## config.mk

```make
export PLATFORM = sky130hd
export DESIGN_NAME = multicycle_controller_flat
export DESIGN_NICKNAME = d
export VERILOG_FILES = /design/src/rtl/multicycle_controller_if.sv /design/src/rtl/multicycle_controller.sv /design/src/flat_wrapper.sv
export SDC_FILE = /design/constraint.sdc
export NUM_CORES = 1
export LEC_CHECK = 0
export CORE_MARGIN = 4
export CORE_UTILIZATION = 46
export DETAILED_ROUTE_END_ITERATION = 7
export PLACE_DENSITY = 0.76
export SYNTH_ARGS = -nofsm -noshare
export SYNTH_HDL_FRONTEND = slang
export SYNTH_SLANG_ARGS = --single-unit
```

## constraint.sdc

```tcl
create_clock -name clk -period 2.5 [get_ports clk]
set_clock_uncertainty 0.2 [all_clocks]
set_input_delay 0.25 -clock clk [delete_from_list [all_inputs] [get_ports clk]]
set_output_delay 0.25 -clock clk [all_outputs]
set_load 0.01 [all_outputs]
```

## src/rtl/multicycle_controller_if.sv

```systemverilog
// Control bundle between the multi-cycle sequencer and the LEGv8 datapath.
// The controller owns the master view: it consumes instr/mem_ready and drives every enable and select.
interface multicycle_controller_if;
    logic [10:0] instr;
    logic        mem_ready;
    logic        IorD;
    logic        memRead;
    logic        memWrite;
    logic        IRWrite;
    logic        PCWrite;
    logic        PCWriteCond;
    logic        PCSource;
    logic        reg2loc;
    logic        regWrite;
    logic        memtoReg;
    logic        AluSrcA;
    logic [1:0]  AluSrcB;
    logic [3:0]  AluControl;
    logic        instr_done;
    logic        illegal;

    modport master (
        input  instr, mem_ready,
        output IorD, memRead, memWrite, IRWrite, PCWrite, PCWriteCond, PCSource,
               reg2loc, regWrite, memtoReg, AluSrcA, AluSrcB, AluControl,
               instr_done, illegal
    );

    modport slave (
        output instr, mem_ready,
        input  IorD, memRead, memWrite, IRWrite, PCWrite, PCWriteCond, PCSource,
               reg2loc, regWrite, memtoReg, AluSrcA, AluSrcB, AluControl,
               instr_done, illegal
    );
endinterface

```

## src/rtl/multicycle_controller.sv

```systemverilog
// Multi-cycle LEGv8 sequencer: Moore FSM with registered per-state enables.
// Handshake: a memory access requested by memRead/memWrite completes in the cycle mem_ready is high.
module multicycle_controller #(
    parameter int ST_W = 4
) (
    input  logic                    clk,
    input  logic                    reset,
    multicycle_controller_if.master bus,
    output logic [ST_W-1:0]         state
);

    typedef enum logic [3:0] {
        S_FETCH  = 4'd0,
        S_DECODE = 4'd1,
        S_MEMADR = 4'd2,
        S_MEMRD  = 4'd3,
        S_MEMWB  = 4'd4,
        S_MEMWR  = 4'd5,
        S_EXEC   = 4'd6,
        S_ALUWB  = 4'd7,
        S_CBZ    = 4'd8,
        S_BRANCH = 4'd9
    } state_t;

    localparam logic [10:0] OP_LDUR = 11'b11111000010;
    localparam logic [10:0] OP_STUR = 11'b11111000000;
    localparam logic [10:0] OP_ADD  = 11'b10001011000;
    localparam logic [10:0] OP_SUB  = 11'b11001011000;
    localparam logic [10:0] OP_AND  = 11'b10001010000;
    localparam logic [10:0] OP_ORR  = 11'b10101010000;

    localparam logic [3:0] ALU_AND  = 4'b0000;
    localparam logic [3:0] ALU_ORR  = 4'b0001;
    localparam logic [3:0] ALU_ADD  = 4'b0010;
    localparam logic [3:0] ALU_SUB  = 4'b0110;
    localparam logic [3:0] ALU_PASS = 4'b0111;

    // Registered view of the current state's outputs; fetch/decode/wr_wait
    // mark the few outputs that are further qualified by mem_ready or instr.
    typedef struct packed {
        logic       fetch;
        logic       decode;
        logic       wr_wait;
        logic       iord;
        logic       mem_read;
        logic       mem_write;
        logic       pc_write;
        logic       pc_write_cond;
        logic       pc_source;
        logic       reg2loc;
        logic       reg_write;
        logic       mem_to_reg;
        logic       alu_src_a;
        logic [1:0] alu_src_b;
        logic [3:0] alu_control;
        logic       done;
    } ctrl_t;

    state_t     state_q;
    state_t     state_d;
    ctrl_t      ctrl_q;
    logic       active_q;
    logic       is_ldur;
    logic       is_stur;
    logic       is_rtype;
    logic       is_cbz;
    logic       is_b;
    logic       is_legal;
    logic [3:0] exec_alu;

    assign is_ldur  = (bus.instr == OP_LDUR);
    assign is_stur  = (bus.instr == OP_STUR);
    assign is_rtype = (bus.instr == OP_ADD) || (bus.instr == OP_SUB) ||
                      (bus.instr == OP_AND) || (bus.instr == OP_ORR);
    assign is_cbz   = (bus.instr[10:3] == 8'b10110100);
    assign is_b     = (bus.instr[10:5] == 6'b000101);
    assign is_legal = is_ldur || is_stur || is_rtype || is_cbz || is_b;

    always_comb begin
        exec_alu = ALU_ADD;
        case (bus.instr)
            OP_SUB:  exec_alu = ALU_SUB;
            OP_AND:  exec_alu = ALU_AND;
            OP_ORR:  exec_alu = ALU_ORR;
            default: exec_alu = ALU_ADD;
        endcase
    end

    function automatic ctrl_t ctrl_for(input state_t s, input logic [3:0] alu_exec);
        ctrl_t c;
        c = '0;
        c.alu_control = ALU_ADD;
        case (s)
            S_FETCH: begin
                c.fetch     = 1'b1;
                c.mem_read  = 1'b1;
                c.alu_src_b = 2'b01;
            end
            S_DECODE: begin
                c.decode    = 1'b1;
                c.alu_src_b = 2'b11;
            end
            S_MEMADR: begin
                c.alu_src_a = 1'b1;
                c.alu_src_b = 2'b10;
            end
            S_MEMRD: begin
                c.mem_read = 1'b1;
                c.iord     = 1'b1;
            end
            S_MEMWB: begin
                c.reg_write  = 1'b1;
                c.mem_to_reg = 1'b1;
                c.done       = 1'b1;
            end
            S_MEMWR: begin
                c.mem_write = 1'b1;
                c.iord      = 1'b1;
                c.reg2loc   = 1'b1;
                c.wr_wait   = 1'b1;
            end
            S_EXEC: begin
                c.alu_src_a   = 1'b1;
                c.alu_control = alu_exec;
            end
            S_ALUWB: begin
                c.reg_write = 1'b1;
                c.done      = 1'b1;
            end
            S_CBZ: begin
                c.reg2loc       = 1'b1;
                c.alu_src_a     = 1'b1;
                c.alu_control   = ALU_PASS;
                c.pc_write_cond = 1'b1;
                c.pc_source     = 1'b1;
                c.done          = 1'b1;
            end
            S_BRANCH: begin
                c.pc_write  = 1'b1;
                c.pc_source = 1'b1;
                c.done      = 1'b1;
            end
            default: c = '0;
        endcase
        return c;
    endfunction

    // The edge that releases reset only arms the machine; FETCH starts on it.
    always_comb begin
        state_d = S_FETCH;
        if (active_q) begin
            case (state_q)
                S_FETCH:  state_d = bus.mem_ready ? S_DECODE : S_FETCH;
                S_DECODE: begin
                    if (is_ldur || is_stur) state_d = S_MEMADR;
                    else if (is_rtype)      state_d = S_EXEC;
                    else if (is_cbz)        state_d = S_CBZ;
                    else if (is_b)          state_d = S_BRANCH;
                    else                    state_d = S_FETCH;
                end
                S_MEMADR: state_d = is_ldur ? S_MEMRD : S_MEMWR;
                S_MEMRD:  state_d = bus.mem_ready ? S_MEMWB : S_MEMRD;
                S_MEMWB:  state_d = S_FETCH;
                S_MEMWR:  state_d = bus.mem_ready ? S_FETCH : S_MEMWR;
                S_EXEC:   state_d = S_ALUWB;
                S_ALUWB:  state_d = S_FETCH;
                S_CBZ:    state_d = S_FETCH;
                S_BRANCH: state_d = S_FETCH;
                default:  state_d = S_FETCH;
            endcase
        end
    end

    always_ff @(posedge clk or posedge reset) begin
        if (reset) begin
            state_q  <= S_FETCH;
            active_q <= 1'b0;
            ctrl_q   <= '0;
        end else begin
            state_q  <= state_d;
            active_q <= 1'b1;
            ctrl_q   <= ctrl_for(state_d, exec_alu);
        end
    end

    assign bus.IorD        = ctrl_q.iord;
    assign bus.memRead     = ctrl_q.mem_read;
    assign bus.memWrite    = ctrl_q.mem_write;
    assign bus.IRWrite     = ctrl_q.fetch & bus.mem_ready;
    assign bus.PCWrite     = ctrl_q.pc_write | (ctrl_q.fetch & bus.mem_ready);
    assign bus.PCWriteCond = ctrl_q.pc_write_cond;
    assign bus.PCSource    = ctrl_q.pc_source;
    assign bus.reg2loc     = ctrl_q.reg2loc | (ctrl_q.decode & (is_stur | is_cbz));
    assign bus.regWrite    = ctrl_q.reg_write;
    assign bus.memtoReg    = ctrl_q.mem_to_reg;
    assign bus.AluSrcA     = ctrl_q.alu_src_a;
    assign bus.AluSrcB     = ctrl_q.alu_src_b;
    assign bus.AluControl  = ctrl_q.alu_control;
    assign bus.instr_done  = ctrl_q.done | (ctrl_q.wr_wait & bus.mem_ready);
    assign bus.illegal     = ctrl_q.decode & ~is_legal;
    assign state           = ST_W'(state_q);

endmodule

```

## src/flat_wrapper.sv

```systemverilog
// flat-port wrapper written by rule: the top's interface ports become plain ports
module multicycle_controller_flat 
#(
    parameter int ST_W = 4
)
  (clk, reset, state, bus_instr, bus_mem_ready, bus_IorD, bus_memRead, bus_memWrite, bus_IRWrite, bus_PCWrite, bus_PCWriteCond, bus_PCSource, bus_reg2loc, bus_regWrite, bus_memtoReg, bus_AluSrcA, bus_AluSrcB, bus_AluControl, bus_instr_done, bus_illegal);
  multicycle_controller_if bus_i ();
  input  logic clk;
  input  logic reset;
  output logic [ST_W-1:0] state;
  input wire logic [$bits(bus_i.instr)-1:0] bus_instr;
  input wire logic [$bits(bus_i.mem_ready)-1:0] bus_mem_ready;
  output wire logic [$bits(bus_i.IorD)-1:0] bus_IorD;
  output wire logic [$bits(bus_i.memRead)-1:0] bus_memRead;
  output wire logic [$bits(bus_i.memWrite)-1:0] bus_memWrite;
  output wire logic [$bits(bus_i.IRWrite)-1:0] bus_IRWrite;
  output wire logic [$bits(bus_i.PCWrite)-1:0] bus_PCWrite;
  output wire logic [$bits(bus_i.PCWriteCond)-1:0] bus_PCWriteCond;
  output wire logic [$bits(bus_i.PCSource)-1:0] bus_PCSource;
  output wire logic [$bits(bus_i.reg2loc)-1:0] bus_reg2loc;
  output wire logic [$bits(bus_i.regWrite)-1:0] bus_regWrite;
  output wire logic [$bits(bus_i.memtoReg)-1:0] bus_memtoReg;
  output wire logic [$bits(bus_i.AluSrcA)-1:0] bus_AluSrcA;
  output wire logic [$bits(bus_i.AluSrcB)-1:0] bus_AluSrcB;
  output wire logic [$bits(bus_i.AluControl)-1:0] bus_AluControl;
  output wire logic [$bits(bus_i.instr_done)-1:0] bus_instr_done;
  output wire logic [$bits(bus_i.illegal)-1:0] bus_illegal;
  assign bus_i.instr = bus_instr;
  assign bus_i.mem_ready = bus_mem_ready;
  assign bus_IorD = bus_i.IorD;
  assign bus_memRead = bus_i.memRead;
  assign bus_memWrite = bus_i.memWrite;
  assign bus_IRWrite = bus_i.IRWrite;
  assign bus_PCWrite = bus_i.PCWrite;
  assign bus_PCWriteCond = bus_i.PCWriteCond;
  assign bus_PCSource = bus_i.PCSource;
  assign bus_reg2loc = bus_i.reg2loc;
  assign bus_regWrite = bus_i.regWrite;
  assign bus_memtoReg = bus_i.memtoReg;
  assign bus_AluSrcA = bus_i.AluSrcA;
  assign bus_AluSrcB = bus_i.AluSrcB;
  assign bus_AluControl = bus_i.AluControl;
  assign bus_instr_done = bus_i.instr_done;
  assign bus_illegal = bus_i.illegal;
  multicycle_controller #(.ST_W(ST_W)) u_core (.clk(clk), .reset(reset), .bus(bus_i), .state(state));
endmodule
```

======== After elaboration in Yosys (flattened, before gate mapping) ========
Index checks and enable logic that the tools add are counted.
operators by class
  multiplexer cells ....................... 26
  reductions and logical operators ........ 17
  bitwise logic cells ..................... 9
  equal/unequal tests ..................... 22
operators by type and width
  operator                count
  $eq A11 B11 Y1 const B  6
  $eq A4 B3 Y1 const B    6
  $pmux W4 S6             1
  $mux W4                 5
  $pmux W3 S3             2
  $eq A4 B2 Y1 const B    4
  $mux W1                 14
  $reduce_or A2 Y1        5
  $mux W3                 3
  $eq A4 B1 Y1 const B    2
  $eq A4 B4 Y1 const B    2
  $eq A8 B8 Y1 const B    1
  $logic_not A4 Y1        2
  $reduce_or A8 Y1        1
  $logic_or A1 B1 Y1      7
  $eq A6 B3 Y1 const B    1
  $pmux W2 S3             1
  $and A1 B1 Y1           4
  $or A1 B1 Y1            4
  $reduce_or A4 Y1        1
  $reduce_or A3 Y1        1
  $not A1 Y1              1
word-level totals
  bits of input ports ..................... 14
  output and inout port bits .............. 23
  register bits after elaboration ......... 23
  logic and storage cells ................. 91

======== Logic depth before layout (Yosys ltp) ========
Gate-level depths: netlist of the first run.
  depth in word-level cells ............... 11
  mapped depth ............................ 7
  depth with buffers taken out ............ 6

======== Worst setup path after synthesis of the first run ========
OpenSTA, ideal clock, no wires.
  path kind ............................... input to register
  start point ............................. input port bus_instr[0]
  end point ............................... register u_core.ctrl_q[0] (netlist bit)
  path buffers ............................ 1
  slack ................................... 242 ps
  library setup time ...................... 145 ps
  arrival ................................. 1913 ps
  cell stages on the path ................. 6
  required time ........................... 2155 ps
  cell sequence ........................... or4b_4 > or4_1 > a22oi_2 > nor2b_4 > buf_6 > o31ai_1
on the way
  cells in the longest elaborated chain, start to end .. 11
  elaborated cells on any way between the ends .. 21
  those cells by class .................... eq/ne: 10; mux: 6; reduce/logical: 5
RTL lines
  item                                          RTL line                      source
  start: declaration                            flat_wrapper.sv:11            input wire logic [$bits(bus_i.instr)-1:0] bus_instr;
  $eq A11 B11 Y1                                multicycle_controller.sv:73   assign is_rtype = (bus.instr == OP_ADD) || (bus.instr == OP_SUB) ||
  $logic_or A1 B1 Y1 (2 in series)              multicycle_controller.sv:73
  $logic_or A1 B1 Y1                            multicycle_controller.sv:74   (bus.instr == OP_AND) || (bus.instr == OP_ORR);
  $mux W4                                       multicycle_controller.sv:156  else if (is_rtype) state_d = S_EXEC;
  $mux W4                                       multicycle_controller.sv:155  if (is_ldur || is_stur) state_d = S_MEMADR;
  $pmux W4 S6 *                                 multicycle_controller.sv:152  case (state_q)
  $mux W4 *                                     multicycle_controller.sv:151  if (active_q) begin
  $eq A4 B4 Y1 or $eq A4 B3 Y1 (tied branches)  multicycle_controller.sv:93   case (s)
  $reduce_or A4 Y1 (no line) *                  -
  $mux W1 *                                     multicycle_controller.sv:93
  end signal: assignment                        multicycle_controller.sv:182  ctrl_q <= ctrl_for(state_d, exec_alu);
  end: declaration                              multicycle_controller.sv:61   ctrl_t ctrl_q;
Every way passes the cells marked *; elsewhere a longest branch is shown, timed or not.

======== Worst setup path in the final report of the first run ========
  start point ............................. input port bus_instr[3]
  end point ............................... register u_core.ctrl_q (netlist bit u_core.bus.IorD)
on the way
  cells in the longest elaborated chain, start to end .. 11
  elaborated cells on any way between the ends .. 21
  those cells by class .................... eq/ne: 9; mux: 7; reduce/logical: 5
RTL lines
  item                                          RTL line
  $eq A11 B11 Y1                                multicycle_controller.sv:73
  $logic_or A1 B1 Y1 (2 in series)              multicycle_controller.sv:73
  $logic_or A1 B1 Y1                            multicycle_controller.sv:74
  $mux W4                                       multicycle_controller.sv:156
  $mux W4                                       multicycle_controller.sv:155
  $pmux W4 S6 *                                 multicycle_controller.sv:152
  $mux W4 *                                     multicycle_controller.sv:151
  $eq A4 B2 Y1 or $eq A4 B3 Y1 (tied branches)  multicycle_controller.sv:93
  $reduce_or A2 Y1 (no line) *                  -
  $mux W1 *                                     multicycle_controller.sv:93
Marked as above.

==> results of run 1 <==
logic make-up (layout without fill, tap and decap cells):
logic type,count (synthesis),after routing,share of synthesized area (%)
AOI/OAI and AO/OA,23,23,16.5
xor gates and xnor gates,1,1,0.720
buffers and inverters,17,66,7.82
DFF,23,23,47.3
other,2,2,0.618
and+or+nand+nor,49,50,27.1
worst max-delay path by stage:
stage | from | endpoint | cells after the start
2_1_floorplan | bus_instr[0] | u_core.ctrl_q[0] | 6
3_3_place_gp | bus_instr[0] | bus_reg2loc | 6
3_5_place_dp | bus_instr[6] | u_core.bus.AluControl[0] | 8
4_1_cts | bus_instr[6] | bus_reg2loc | 6
5_1_grt | bus_instr[7] | u_core.bus.AluSrcB[1] | 8
6_report | bus_instr[3] | u_core.bus.IorD | 6
per-layer routing:
layer  wire, µm  up-vias
met5          0        -
met4         27        0
met3        156        2
met2       1670       34
met1       1210      524
li1           -      514
cells in the mapped netlist, types with 3 or more instances:
master	n	area (µm²)
dfrtp_1	23	576
buf_4	6	45.0
nor2b_1	5	31.3
nor2_1	6	22.5
nor3_1	7	35.0
a21o_1	3	22.5
nand3_1	5	25.0
inv_1	8	30.0
nand2b_1	4	25.0
worst max-delay path: stages:
cell and delay (ns):
clkdlybuf4s50_1 0.42, or4bb_4 0.56, or4_4 0.43, a22oi_2 0.32, nor2b_4 0.30, o32ai_4 0.11
repair_timing:
item                                    4_1_cts  5_1_grt
setup buffers                                 2        2
gates resized for setup                      10       18
pin swaps                                     2        4
cloned                                        0        1
endpoints found under the hold margin         0        0
endpoints found under the setup margin        7       16
registers in the layout, indices dropped and copies added (netlist names):
name and count:
u_core.ctrl_q 6, u_core.state 4, u_core.bus.AluControl 3, u_core.bus.AluSrcB 2, u_core.active_q 1, u_core.bus.AluSrcA 1, u_core.bus.IorD 1, u_core.bus.PCSource 1
u_core.bus.PCWriteCond 1, u_core.bus.memRead 1, u_core.bus.memtoReg 1, u_core.bus.regWrite 1
power groups by stage:
stage | logic (mW) | clock network (mW) | registers, mW
final | 0.103 | 0.161 | 0.380
after global routing | 0.111 | 0.182 | 0.381
after CTS | 0.101 | 0.165 | 0.380
after detailed placement | 0.0996 | 0 | 0.387
after global placement | 0.0959 | 0 | 0.388
after floorplan | 0.0420 | 0 | 0.388
final cells by class:
class	count	area, µm²
clock buffers	4	26.3
fillers	197	697
inverters	8	32.5
multi-input cells	76	623
flip-flops and latches	23	576
well taps	30	37.5
repair buffers	54	508
per-stage QoR:
stage                     cell area, µm²  total power, mW  hold slack (ns)  setup slack (ns)
after CTS                           1720            0.646            0.241          -0.00520
after floorplan                     1220            0.430           0.0519             0.242
after detailed placement            1650            0.487            0.447            -0.343
after global routing                1800            0.675            0.185         -0.000771
final                               1800            0.644            0.172            0.0841
after global placement              1650            0.483            0.454            -0.292
cells in the final DEF (no fill, tap or decap), types with 2 or more instances in the layout:
master            n
dfrtp_1          23
or2_2             2
nor2b_1           5
buf_4            18
inv_1             7
a21o_1            3
nand2_1           2
conb_1            2
and2_1            2
dlymetal6s2s_1    6
nor3_1            6
nand3_1           5
clkbuf_4          3
nand4b_1          2
o21bai_1          2
nand2b_1          4
o31ai_1           2
a31oi_1           2
clkdlybuf4s50_1  27
nor2b_4           2
o41ai_2           2
or4bb_4           2
nor2_1            6
==> flow_metrics.env, run 1 <==
export IMPL_cts_tree="yes"
export IMPL_dp_hpwl_mm=2.19
export IMPL_dr_pass1_iters=6
export IMPL_clock_fmax_mhz=414
export IMPL_die_x_um=59.4
export IMPL_path_clk_slew_ns=0.11
export IMPL_hold_buffers=0
export IMPL_swShare_pct=23.5
export IMPL_wl_mm=3.06
export IMPL_grtUsageMet1_pct=20.0
export IMPL_worstSetupStartpointType="input pin"
export IMPL_rr_worst_depth=5
export IMPL_peakVddDrop_uv=385
export IMPL_path_max_fanout=4
export IMPL_clk_latency_ns=0.30
export IMPL_avgSynthCellArea_um2=10.6
export IMPL_syn_area_um2=1220
export IMPL_r2r_slack_ns=0.26
export IMPL_clock_sinks=23
export IMPL_ys_flop_type="dfrtp_1"
export IMPL_cts_buffer_depth=2
export IMPL_synth_edf_count=0
export IMPL_outcome="finished, final reports clean"
export IMPL_hold_viol_final=0
export IMPL_use_met3_pct=2.61
export IMPL_core_area_um2=2500
export IMPL_grt_max_degree=24
export IMPL_grt_use_met2_pct=31.8
export IMPL_top_usage_layer="met2"
export IMPL_synth_warning_count=0
export IMPL_p_leak_nw=0.891
export IMPL_antenna_left=0
export IMPL_drcViolationCount=0
export IMPL_numPortBuffers=35
export IMPL_fin_crit_ns=2.42
export IMPL_hold_depth=4
export IMPL_tns_ns=0
export IMPL_nNetsFinal=180
export IMPL_clkPwrFrac_pct=25.0
export IMPL_dieArea_um2=3530
export IMPL_start_util_pct=48.6
export IMPL_grt_pass1_vias=1055
export IMPL_max_cap_viol_count=0
export IMPL_path_class="in -> reg"
export IMPL_min_from="bus_instr[2]"
export IMPL_cts_buffers=3
export IMPL_grt_antenna_before_repair=0
export IMPL_synth_cells=115
export IMPL_ys_seq_area_share_pct=47.3
export IMPL_die_h_um=59.4
export IMPL_layout_drive_gt1_share_pct=27.3
export IMPL_cts_root_buf="clkbuf_4"
export IMPL_drv_slew=0
export IMPL_overflow=0
export IMPL_rows=18
export IMPL_viasPerCell=5.51
export IMPL_drt_iter0_drc=22
export IMPL_grtUsageTotal_pct=17.7
export IMPL_final_cells=195
export IMPL_final_util_pct=72.1
export IMPL_p_sw_mw=0.151
export IMPL_syn2layout_area_growth_pct=48.3
export IMPL_synth_async_reset_ratio_pct=100
export IMPL_post_drt_wl_per_cell_um=15.7
export IMPL_diodes=0
export IMPL_p_comb_share_pct=16.0
export IMPL_finalCritPeriodShare_pct=96.6
export IMPL_worstHoldPathType="in -> reg"
export IMPL_synth_nets=129
export IMPL_io_pins=37
export IMPL_p_per_area_nw_per_um2=357
export IMPL_final_setup_viol_count=0
export IMPL_htreeDepth=1
export IMPL_crit_required_ns=2.48
export IMPL_tightestPinTransition_ns=0.798
export IMPL_place_gp_congestion=0.894
export IMPL_r2r_start="u_core.state[2]"
export IMPL_whs_endpoint="u_core.bus.AluControl[1]"
export IMPL_dp_cells=186
export IMPL_grt_pass1_wl_mm=4.62
export IMPL_cp_arrival_ns=2.39
export IMPL_cp_end_kind="register"
export IMPL_rr_endpoint="u_core.bus.AluControl[2]"
export IMPL_p_int_mw=0.493
export IMPL_max_slew_margin_pct=46.7
export IMPL_yosysUniqueCellTypes=45
export IMPL_seqPwrFrac_pct=59.1
export IMPL_via_count=1074
export IMPL_ys_seq_elements=23
Note: power is estimated with default switching activity, not from simulation.
==> run 2: changes to the inputs <==
==> constraint.sdc (replaced) <==
create_clock -name clk -period 2.3 [get_ports clk]
set_clock_uncertainty 0.2 [all_clocks]
set_input_delay 0.23 -clock clk [delete_from_list [all_inputs] [get_ports clk]]
set_output_delay 0.23 -clock clk [all_outputs]
set_load 0.01 [all_outputs]
==> run 2 against run 1 <==
Against the previous run:
- routed wire length up 0.82%
- total power up 10%
- final cell count up 5.6%
- register-to-register slack worse by 0.05 ns
- setup slack worse by 0.014 ns
- clock-buffer cell count unchanged
- sequential share of layout area down 1.0 points
- utilization up 2.4 points
- first-iteration DRC count up 9.1%
- global-route usage up 1.5 points
- via count up 4.5%
- critical endpoint unchanged
- largest power group unchanged
==> flow_metrics.env, run 2 (same netlist as run 1, synthesis figures left out) <==
export IMPL_outcome="finished, final reports clean"
export IMPL_grtUsageTotal_pct=19.2
export IMPL_crit_required_ns=2.29
export IMPL_seqPwrFrac_pct=58.5
export IMPL_overflow=0
export IMPL_post_drt_wl_per_cell_um=15.0
export IMPL_dieArea_um2=3530
export IMPL_use_met3_pct=3.49
export IMPL_clock_fmax_mhz=448
export IMPL_grt_pass1_vias=1069
export IMPL_p_leak_nw=0.911
export IMPL_htreeDepth=1
export IMPL_top_usage_layer="met2"
export IMPL_slowest_delay_ns=0.55
export IMPL_p_int_mw=0.540
export IMPL_peakVddDrop_uv=411
export IMPL_cts_buffer_depth=2
export IMPL_path_max_fanout=5
export IMPL_tns_ns=0
export IMPL_rows=18
export IMPL_placed_area_um2=1720
export IMPL_r2r_start="u_core.state[3]"
export IMPL_path_clk_slew_ns=0.11
export IMPL_most_common_layout_cells="buf_4, clkdlybuf4s50_1, dfrtp_1, inv_1"
export IMPL_diodes=0
export IMPL_syn2layout_area_growth_pct=53.1
export IMPL_cp_endpoint="u_core.bus.IorD"
export IMPL_via_count=1122
export IMPL_viasPerCell=5.45
export IMPL_p_total_mw=0.709
export IMPL_grt_pass1_wl_mm=4.90
export IMPL_final_util_pct=74.5
export IMPL_die_x_um=59.4
export IMPL_fin_crit_ns=2.23
export IMPL_nNetsFinal=191
export IMPL_place_gp_congestion=0.921
export IMPL_wl_mm=3.09
export IMPL_hold_viol_final=0
export IMPL_clock_sinks=23
export IMPL_grt_use_met2_pct=31.7
export IMPL_swShare_pct=23.9
export IMPL_grt_antenna_before_repair=0
export IMPL_clkPwrFrac_pct=25.1
export IMPL_rr_endpoint="u_core.bus.AluSrcB[1]"
export IMPL_path_buf_inv=1
export IMPL_clk_latency_ns=0.30
export IMPL_start_util_pct=48.6
export IMPL_max_slew_margin_pct=63.9
export IMPL_antenna_left=0
export IMPL_dp_hpwl_mm=2.34
export IMPL_p_comb_share_pct=16.4
export IMPL_design_area_um2=1860
export IMPL_fillers=172
export IMPL_drcViolationCount=0
export IMPL_grt_max_degree=24
export IMPL_cts_buffers=3
export IMPL_drv_slew=0
export IMPL_grtUsageMet1_pct=21.7
export IMPL_top_register="u_core.ctrl_q"
export IMPL_finalCritPeriodShare_pct=96.9
export IMPL_core_area_um2=2500
export IMPL_max_cap_viol_count=0
export IMPL_cp_end_kind="register"
export IMPL_tightestPinTransition_ns=0.539
export IMPL_layout_drive_gt1_share_pct=34.7
export IMPL_dr_pass1_iters=4
export IMPL_p_sw_mw=0.169
export IMPL_worstSetupStartpoint="bus_instr[10]"
export IMPL_p_per_area_nw_per_um2=381
export IMPL_crit_family="simple AND/OR/NAND/NOR gates"
export IMPL_die_h_um=59.4
export IMPL_rr_worst_depth=7
export IMPL_path_depth=6
export IMPL_path_class="in -> reg"
export IMPL_final_setup_viol_count=0
export IMPL_worstHoldPathType="in -> async"
export IMPL_worstSetupStartpointType="input pin"
export IMPL_cp_arrival_ns=2.21
export IMPL_crit_path_top_delay_cell="or4_4"
export IMPL_worstPathCellList="clkdlybuf4s15_1, or4bb_4, or4_4, a22oi_2, nor2b_4, o32ai_4"
export IMPL_io_pins=37
export IMPL_layout_commonest_cell="buf_4"
export IMPL_drt_iter0_drc=24
export IMPL_r2r_slack_ns=0.21
export IMPL_cts_root_buf="clkbuf_4"
export IMPL_cts_tree="yes"
export IMPL_numPortBuffers=35
export IMPL_largest_reg_flops=6
run 2: timing repair:
item,4_1_cts,5_1_grt
gates cloned,1,0
pin swaps,10,7
endpoints found under the setup margin,17,11
buffers inserted,2,4
hold buffers,0,0
resized for setup,29,17
run 2: power by group through the flow:
stage                     registers (mW)  clock network [mW]  logic (mW)
after floorplan                    0.421                   0      0.0457
after detailed placement           0.422                   0       0.115
after global placement             0.422                   0       0.112
after CTS                          0.414               0.182       0.114
final                              0.415               0.178       0.117
after global routing               0.415               0.200       0.126
run 2: area by class of cell:
class                   count  area (µm²)  share of cell area, %
clock buffers               4        26.3                   1.41
repair buffers             65         556                   29.8
multi-input cells          76         637                   34.2
well taps                  30        37.5                   2.02
inverters                   8        30.0                   1.61
flip-flops and latches     23         576                   30.9
run 2: metrics by stage:
step / hold slack [ns] / setup WS [ns] / instances
final: 0.0477 / 0.0702 / 206
after global routing: 0.0814 / -0.0125 / 206
after CTS: 0.0554 / 0.0136 / 202
after detailed placement: 0.396 / -0.510 / 195
after global placement: 0.383 / -0.460 / 195
after floorplan: 0.0319 / 0.0619 / 115
run 2: layer usage:
layer	routed length [µm]	vias to the layer above
met2	1530	54
met5	0	-
met4	167	0
li1	-	530
met1	1170	521
met3	219	17
run 2: worst min-delay path by stage:
stage                                   endpoint  cells past startpoint   from  slack (ns)
final                      u_core.bus.AluSrcB[1]                      3  reset        0.05
after global routing          u_core.bus.AluSrcA                      3  reset        0.08
after CTS                  u_core.bus.AluSrcB[1]                      3  reset        0.06
after detailed placement   u_core.bus.AluSrcB[1]                      3  reset        0.40
after global placement    u_core.bus.PCWriteCond                      3  reset        0.38
after floorplan                  u_core.active_q                      1  reset        0.03
run 2: worst min-delay path: cells and delay by family:
family   cells  cell delay [ns]
buf+inv      3             0.72
==> run 3: changes to the inputs <==
--- a/config.mk
+++ b/config.mk
@@ -9,6 +9,7 @@
 export CORE_UTILIZATION = 46
 export DETAILED_ROUTE_END_ITERATION = 7
 export PLACE_DENSITY = 0.76
+export SETUP_SLACK_MARGIN = 0.2
 export SYNTH_ARGS = -nofsm -noshare
 export SYNTH_HDL_FRONTEND = slang
 export SYNTH_SLANG_ARGS = --single-unit
==> run 3 against run 2 <==
Against the previous run:
- routed wire length grew 8.2%
- sequential share of layout area fell by 1.1 points
- via count fell by 1.2%
- largest cell class unchanged
- critical endpoint is now u_core.ctrl_q[10]
- critical path type unchanged
==> flow_metrics.env, run 3 (same netlist as run 1, synthesis figures left out) <==
export IMPL_design_area_um2=1930
export IMPL_most_common_layout_cells="buf_4, dfrtp_1, clkdlybuf4s50_1, inv_1"
export IMPL_wl_mm=3.34
export IMPL_clkPwrFrac_pct=25.3
export IMPL_start_util_pct=48.6
export IMPL_crit_top_cell="buf_6"
export IMPL_dp_hpwl_mm=2.31
export IMPL_numPortBuffers=35
export IMPL_path_max_fanout=5
export IMPL_viasPerCell=5.43
export IMPL_finalCritPeriodShare_pct=94.7
export IMPL_grt_max_degree=24
export IMPL_overflow=0
export IMPL_p_comb_share_pct=17.5
export IMPL_cts_root_buf="clkbuf_4"
export IMPL_path_class="in -> reg"
export IMPL_slowest_delay_ns=0.54
export IMPL_postLayoutSetupSlackWorst_ns=0.122
export IMPL_cts_tree="yes"
export IMPL_worstPathCellList="buf_6, or4b_4, buf_6, or4_4, a22oi_2, nor2b_4, o21ai_1"
export IMPL_nNetsFinal=189
export IMPL_r2r_start="u_core.state[1]"
export IMPL_io_pins=37
export IMPL_peakVddDrop_uv=286
export IMPL_largest_reg_flops=6
export IMPL_layout_drive_gt1_share_pct=43.1
export IMPL_cp_end_kind="register"
export IMPL_diodes=0
export IMPL_path_clk_slew_ns=0.13
export IMPL_swShare_pct=25.2
export IMPL_crit_required_ns=2.29
export IMPL_cp_endpoint="u_core.ctrl_q[10]"
export IMPL_p_sw_mw=0.183
export IMPL_worstHoldPathType="in -> async"
export IMPL_post_drt_wl_per_cell_um=16.4
export IMPL_max_cap_viol_count=0
export IMPL_grt_pass1_vias=1150
export IMPL_die_h_um=59.4
export IMPL_drv_slew=0
export IMPL_fin_crit_ns=2.18
export IMPL_clock_fmax_mhz=459
export IMPL_final_setup_viol_count=0
export IMPL_top_register="u_core.ctrl_q"
export IMPL_via_count=1108
export IMPL_syn2layout_area_growth_pct=58.8
export IMPL_grt_pass1_wl_mm=5.19
export IMPL_clock_sinks=23
export IMPL_htreeDepth=1
export IMPL_p_per_area_nw_per_um2=375
export IMPL_drcViolationCount=0
export IMPL_antenna_left=0
export IMPL_dieArea_um2=3530
export IMPL_die_x_um=59.4
export IMPL_placed_area_um2=1700
export IMPL_p_leak_nw=0.936
export IMPL_outcome="finished, final reports clean"
export IMPL_seqPwrFrac_pct=57.2
export IMPL_rr_worst_depth=5
export IMPL_p_int_mw=0.541
export IMPL_layout_commonest_cell="buf_4"
export IMPL_r2r_slack_ns=0.21
export IMPL_grt_setup_unrepaired="yes"
export IMPL_grtUsageTotal_pct=19.7
export IMPL_worstSetupStartpointType="input pin"
export IMPL_fillers=160
export IMPL_cts_buffers=3
export IMPL_place_gp_congestion=0.867
export IMPL_rows=18
export IMPL_dr_pass1_iters=4
export IMPL_hold_viol_final=0
export IMPL_drt_iter0_drc=30
export IMPL_cts_buffer_depth=2
export IMPL_place_ws_ns=-0.510
export IMPL_crit_path_top_delay_cell="or4b_4"
export IMPL_clk_latency_ns=0.31
export IMPL_worstSetupStartpoint="bus_instr[0]"
export IMPL_cp_arrival_ns=2.17
export IMPL_core_area_um2=2500
export IMPL_rr_endpoint="u_core.ctrl_q[0]"
export IMPL_grt_antenna_before_repair=0
export IMPL_final_util_pct=77.3
==> run 3: changes by cell type in the layout (fill, tap and decap cells not counted), sizes merged <==
cell,before,now
clkdlybuf4s50,23,21
clkbuf,8,5
clkinvlp,0,1
dlygate4sd2,2,3
dlymetal6s2s,2,1
buf,32,34
==> run 3: repair_timing <==
action,CTS,global route
hold endpoints to repair,0,0
hold buffers,0,0
endpoints found under the setup margin,19,18
cloned,1,0
gates resized for setup,52,19
pin swaps,14,10
buffers inserted,4,3
==> run 3: power groups by stage <==
stage          clock [mW]  combinational (mW)  sequential [mW]
6_report            0.183               0.127            0.414
5_1_grt             0.207               0.136            0.415
4_1_cts             0.190               0.115            0.414
3_5_place_dp            0               0.115            0.421
3_3_place_gp            0               0.111            0.421
2_1_floorplan           0              0.0464            0.421
==> run 3: how the worst min path moves through the flow <==
stage,slack [ns],to,cells past startpoint
floorplan,0.03,u_core.active_q,1
CTS,0.05,u_core.active_q,3
detailed placement,0.41,u_core.state[0],3
global route,0.06,u_core.bus.memtoReg,3
global placement,0.38,u_core.state[3],3
finish,0.05,u_core.state[0],3
==> run 3: area by class of cell <==
cell class | count | area, µm² | area share, %
inverter | 8 | 30.0 | 1.55
sequential | 23 | 576 | 29.8
clock buffer | 3 | 22.5 | 1.17
multi-input combinational | 76 | 718 | 37.2
clock inverter | 1 | 7.51 | 0.389
tap | 30 | 37.5 | 1.94
timing repair buffer | 63 | 541 | 28.0
==> run 3: worst max-delay path: cells and delay by family <==
kind	cells	cell delay, ns
compound gates	2	0.38
buf+inv	2	0.23
simple gates	3	1.33
==> run 3: per-stage QoR <==
stage	hold slack (ns)	power, mW	TNS [ns]	instances
floorplan	0.0319	0.468	0	115
global placement	0.379	0.532	-6.74	192
detailed placement	0.407	0.536	-7.71	192
CTS	0.0512	0.718	0	201
global route	0.0609	0.757	0	204
finish	0.0542	0.724	0	204
==> run 3: metal layers <==
layer / GRT usage (%) / share of wire, % / routed length [µm] / vias to the layer above
met5: 0 / 0 / 0 / -
met1: 23.3 / 39 / 1300 / 542
met3: 1.74 / 5.0 / 167 / 2
li1: - / - / - / 526
met4: 7.44 / 0.81 / 27 / 0
met2: 36.2 / 55 / 1850 / 38
